==> src/rtl/cpu_defs.sv <==
// Shared CPU definitions: exception codes, reset/vector addresses, memory map
// and the bundle type that travels between fetch and decode.
package cpu_defs;

    localparam logic [31:0] CPU_PC_RESET = 32'h0000_3000;
    localparam logic [31:0] CPU_IM_BASE  = 32'h0000_3000;
    localparam int unsigned CPU_IM_WORDS = 32'd4096;
    localparam logic [31:0] CPU_EXC_VEC  = 32'h0000_4180;
    localparam logic [31:0] NOP_WORD     = 32'h0000_0000;

    // CP0 Cause.ExcCode values
    localparam logic [4:0] EXC_CODE_NONE = 5'd0;
    localparam logic [4:0] EXC_CODE_ADEL = 5'd4;
    localparam logic [4:0] EXC_CODE_ADES = 5'd5;
    localparam logic [4:0] EXC_CODE_SYS  = 5'd8;
    localparam logic [4:0] EXC_CODE_RI   = 5'd10;
    localparam logic [4:0] EXC_CODE_OV   = 5'd12;

    localparam logic [15:0] STALL_CNT_MAX = 16'hFFFF;

    typedef struct packed {
        logic [31:0] instr;
        logic [31:0] pc;
        logic [4:0]  exc;
        logic        bd;
        logic        valid;
    } d_stage_t;

    function automatic logic [15:0] sat_inc16(input logic [15:0] val);
        logic [15:0] res;
        if (val == STALL_CNT_MAX) begin
            res = val;
        end else begin
            res = val + 16'd1;
        end
        return res;
    endfunction

endpackage

==> src/rtl/fetch_addr_chk.sv <==
// Combinational address-error detector: flags misaligned word accesses and
// addresses outside [IM_BASE, IM_BASE + 4*IM_WORDS).
module fetch_addr_chk
    import cpu_defs::*;
#(
    parameter logic [31:0] IM_BASE  = CPU_IM_BASE,
    parameter int unsigned IM_WORDS = CPU_IM_WORDS
) (
    input  logic [31:0] pc,
    output logic        adel
);

    // Upper bound kept in 33 bits so a window ending at 4 GiB cannot wrap.
    localparam logic [32:0] IM_LIMIT = {1'b0, IM_BASE} + (33'(IM_WORDS) << 2);

    logic misaligned_s;
    logic below_s;
    logic above_s;

    // Classify the fetch address.
    always_comb begin
        misaligned_s = (pc[1:0] != 2'b00);
        below_s      = (pc < IM_BASE);
        above_s      = ({1'b0, pc} >= IM_LIMIT);
        adel         = misaligned_s | below_s | above_s;
    end

endmodule

==> src/rtl/fd_pipe_reg.sv <==
// Fetch/decode pipeline register with stall, flush and exception-entry
// control, fetch address-error tagging and a saturating stall counter.
module fd_pipe_reg
    import cpu_defs::*;
#(
    parameter logic [31:0] PC_RESET = CPU_PC_RESET,
    parameter logic [31:0] IM_BASE  = CPU_IM_BASE,
    parameter int unsigned IM_WORDS = CPU_IM_WORDS,
    parameter logic [31:0] EXC_VEC  = CPU_EXC_VEC,
    parameter logic [4:0]  EXC_ADEL = EXC_CODE_ADEL
) (
    input  logic        clk,
    input  logic        reset,
    input  logic        en,
    input  logic        flush,
    input  logic        req,
    input  logic [31:0] f_instr,
    input  logic [31:0] f_pc,
    input  logic        f_bd,
    output logic [31:0] d_instr,
    output logic [31:0] d_pc,
    output logic [4:0]  d_exc,
    output logic        d_bd,
    output logic        d_valid,
    output logic [15:0] stall_cnt
);

    d_stage_t    d_stage_r;
    d_stage_t    d_stage_s;
    logic [15:0] stall_cnt_r;
    logic [15:0] stall_cnt_s;
    logic        adel_s;

    fetch_addr_chk #(
        .IM_BASE  (IM_BASE),
        .IM_WORDS (IM_WORDS)
    ) u_fetch_addr_chk (
        .pc   (f_pc),
        .adel (adel_s)
    );

    // Next-state selection: req beats stall, stall beats flush, flush beats load.
    always_comb begin
        d_stage_s   = d_stage_r;
        stall_cnt_s = stall_cnt_r;
        if (req) begin
            d_stage_s.instr = NOP_WORD;
            d_stage_s.pc    = EXC_VEC;
            d_stage_s.exc   = EXC_CODE_NONE;
            d_stage_s.bd    = 1'b0;
            d_stage_s.valid = 1'b0;
        end else if (!en) begin
            stall_cnt_s = sat_inc16(stall_cnt_r);
        end else if (flush) begin
            d_stage_s.instr = NOP_WORD;
            d_stage_s.pc    = f_pc;
            d_stage_s.exc   = EXC_CODE_NONE;
            d_stage_s.bd    = 1'b0;
            d_stage_s.valid = 1'b0;
        end else begin
            d_stage_s.pc    = f_pc;
            d_stage_s.bd    = f_bd;
            d_stage_s.valid = 1'b1;
            if (adel_s) begin
                // The fetched word is meaningless; decode sees a tagged nop.
                d_stage_s.instr = NOP_WORD;
                d_stage_s.exc   = EXC_ADEL;
            end else begin
                d_stage_s.instr = f_instr;
                d_stage_s.exc   = EXC_CODE_NONE;
            end
        end
    end

    // Stage register and stall counter with synchronous reset.
    always_ff @(posedge clk) begin
        if (reset) begin
            d_stage_r.instr <= NOP_WORD;
            d_stage_r.pc    <= PC_RESET;
            d_stage_r.exc   <= EXC_CODE_NONE;
            d_stage_r.bd    <= 1'b0;
            d_stage_r.valid <= 1'b0;
            stall_cnt_r     <= 16'd0;
        end else begin
            d_stage_r   <= d_stage_s;
            stall_cnt_r <= stall_cnt_s;
        end
    end

    assign d_instr   = d_stage_r.instr;
    assign d_pc      = d_stage_r.pc;
    assign d_exc     = d_stage_r.exc;
    assign d_bd      = d_stage_r.bd;
    assign d_valid   = d_stage_r.valid;
    assign stall_cnt = stall_cnt_r;

endmodule
==> config.mk <==
export PLATFORM = sky130hd
export DESIGN_NAME = fd_pipe_reg
export DESIGN_NICKNAME = d
export VERILOG_FILES = /design/src/rtl/cpu_defs.sv /design/src/rtl/fetch_addr_chk.sv /design/src/rtl/fd_pipe_reg.sv
export SDC_FILE = /design/constraint.sdc
export NUM_CORES = 1
export LEC_CHECK = 0
export BUFFER_PORTS_ARGS = -buffer_cell sky130_fd_sc_hd__buf_2
export CORE_MARGIN = 4
export CORE_UTILIZATION = 40
export CTS_CLUSTER_SIZE = 8
export DETAILED_ROUTE_END_ITERATION = 12
export PLACE_DENSITY = 0.7
export REMOVE_ABC_BUFFERS = 1
export SYNTH_ARGS = -nofsm -noshare
export SYNTH_HDL_FRONTEND = slang
export SYNTH_HIERARCHICAL = 1
export SYNTH_SLANG_ARGS = --single-unit
==> constraint.sdc <==
create_clock -name clk -period 2.9 [get_ports clk]
set_input_delay 0.58 -clock clk [delete_from_list [all_inputs] [get_ports clk]]
set_output_delay 0.58 -clock clk [all_outputs]
set_load 0.05 [all_outputs]
==> impl_metrics.csv <==
group,metric,value,unit
layout,drive_above_1_share,34.8,%
critical_path,cp_max_fo,10,
clocking,clockBufferDepth,2,
routing,drt_iter0_drc,64,
logic_synthesis,syn_inst,372,
clocking,cts-root-buf,"clkbuf_8",
logic_synthesis,synth.most_common_cell,"dfxtp_1",
logic_synthesis,async_flop_share,0,%
routing,ant_nets,0,
power,ir_drop,251,uV
clocking,cts.clk_slew.worst_paths,90,ps
clocking,cts_resized,0,
floorplanning,start_util,40.8,%
floorplanning,die_x,99.3,um
routing,vias,3088,
critical_path,cp-end-kind,"flip-flop",
routing,drcViolationCount,0,
layout,multi_input_area,0.00155,mm2
sta,max_freq,497,MHz
critical_path,startpoint,"stall_cnt[0]",
grt,grt_pass1_vias,2936,
sta,period_share,69.4,%
worst_hold_path,hp-start,"flush",
routing,drt_pass1_iterations,4,
logic_synthesis,ys_seq_area_share,49.9,%
placement,dpl.hpwl,6210,um
sta,tightest_slew,727,ps
sta,rsz0062_at_grt,"no",
placement,dp_cells,609,
logic_synthesis,synth-xor-area-share,0.263,%
layout,seq_area,0.00166,mm2
job,cap_violations,0,
floorplanning,rows,33,
critical_path,startpoint_type,"flip-flop",
critical_path,r2r_start,"stall_cnt[0]",
sta,finalSetupViolCount,0,
routing,totalWireLength,8450,um
logic_synthesis,synth-simple-area-share,24.7,%
routing,via_per_inst,4.94,
sta,skew,6.94,ps
clocking,cts_setup_buffers,0,
clocking,cts_made_buffers,9,
critical_path,path_class,"reg2reg",
sta,setup_slack,887,ps
sta,setup_tns,0,ps
power,powerDensity,520,mW/mm2
floorplanning,io_pins,157,
layout,post-route-util,53.5,%
clocking,cts_tree,"yes",
clocking,clock-sinks,83,
logic_synthesis,synth_top_family_by_area,"simple AND/OR/NAND/NOR gates",
logic_synthesis,ys_top_cells_by_count,"dfxtp_1 (83), nor2_1 (69), a21oi_1 (46)",
grt,grt_first_pass_wirelength,13400,um
routing,drt-wirelength-per-cell,13.5,um
critical_path,arrival,2250,ps
logic_synthesis,syn-cell-area,0.00333,mm2
layout,nets,586,
logic_synthesis,synth_seq_cells,83,
clocking,h-tree-depth,3,
logic_synthesis,yosys.area.top_type,"dfxtp_1",
sta,finalCriticalPeriod,2010,ps
logic_synthesis,syn_avg_cell_area,8.96,um2
sta,hold_viol,0,
grt,grtUsageTotal,16.7,%
critical_path,critPathRequiredTime,3140,ps
logic_synthesis,synth_mux_area_share,9.05,%
logic_synthesis,synth_edf_count,0,
grt,gr-total-overflow,0,
grt,antenna_found_initial,0,
logic_synthesis,synth-compound-area-share,11.6,%
logic_synthesis,synth_area_leaders,"dfxtp_1 (50%), mux2i_1 (8.7%), nor2_1 (7.8%), nor2b_1 (7.5%), a21oi_1 (6.9%)",
layout,stdcell_count,625,
logic_synthesis,synth_top_area_share,49.9,%
logic_synthesis,synthFlopType,"dfxtp_1",
clocking,hold_buffers,0,
layout,diodes,0,
sta,slew_headroom,51.4,%
placement,gp_congestion,0.767,
status,outcome,"complete, no violations",
placement,portBuffers,152,
grt,grt_max_degree,40,
power,p_leak,2.01,nW
power,fin_total_pwr,0.00227,W
layout,syn_to_final_growth,31.2,%
worst_hold_path,hold_path.class,"in2reg",
floorplanning,core-area,0.00818,mm2
placement,place_ws,548,ps
clocking,insertion_delay,350,ps
floorplanning,die_h,99.3,um
logic_synthesis,synth_cell_types,37,
logic_synthesis,yosysWarnings,6,
floorplanning,die_area,0.00985,mm2
layout,fillers,789,
sta,slew_violations,0,
logic_synthesis,synth_fa_ha_area_share,0.376,%
-- worst paths after layout --
path	endpoint	slack, ps	depth (start not counted)
setup / recovery	stall_cnt[5]	890	5
hold / removal	d_valid	410	2
setup reg to reg	stall_cnt[5]	890	5
hold reg to reg	d_valid	490	2
-- layer usage --
metal	global-route usage, %	routed length, um	share of wire [%]	vias to the layer above
met2	26.9	4000	47	98
met1	20.8	3690	44	1421
met4	7.67	162	1.9	0
met3	4.63	601	7.1	11
met5	0	0	0	-
li1	-	-	-	1558
-- cells in the final DEF (no fill, tap or decap), drive strengths merged --
cell      synthesis  routed
nor4b             1       1
xnor2             1       1
bufinv            0       1
ha                1       1
a311oi            1       1
nand2             8       8
nor2b            40      40
and4              2       2
clkbuf           19      10
a41oi             1       1
dfxtp            83      83
inv               2       5
buf               9     157
or2               2       2
a21oi            46      46
nor4              5       5
nand4             5       5
mux2              1       1
clkinv            0       1
nor3              4       4
and3              2       2
or3               4       4
o21ai             4       4
conb              1       4
nand3             5       5
o31ai             8       8
mux2i            29      29
nand3b            1       1
o21bai            2       2
nor2             69      69
and3b             1       1
clkinvlp          0       1
or4               8       8
a211oi            6       6
nand4bb           1       1
-- cell type report --
cell class              instances  area share (%)
repair buffers                157            18.6
clock inverters                 6            1.57
well taps                     105            3.01
flip-flops and latches         83            38.0
multi-input cells             262            35.5
clock buffers                  10            3.15
inverters                       2           0.172
-- stage by stage --
step                      hold slack, ps  area [um2]
after floorplan                      649        3220
after global placement               464        4160
after detailed placement             478        4160
after CTS                            393        4370
after global routing                 386        4370
final                                409        4370
-- power by group --
group	total, W	leakage (nW)	internal [W]	switching, W
sequential	0.00117	0.673	0.00116	0.0000108
clock	0.000852	0.104	0.000429	0.000423
combinational	0.000250	1.23	0.0000830	0.000167
-- worst max-delay path, stage by stage (launching register included) --
cell and delay (ps):
dfxtp_1 410, ha_1 230, nand4_1 170, nor4b_2 690, nor4_1 110, mux2_2 290
-- sequential cells by signal, indices dropped and copies added, names as in the netlist --
signal,flops
d_pc,32
d_bd,1
d_valid,1
d_exc,1
d_instr,32
stall_cnt,16
-- kinds of logic after synthesis --
family / after synthesis
other: 1
AO/OA/AOI/OAI: 68
multiplexers: 30
AND/OR/NAND/NOR: 158
XOR/XNOR: 1
buffers and inverters: 30
adder cells (fa/ha/maj): 1
flip-flops: 83
Note: power is estimated with default switching activity, not from simulation.
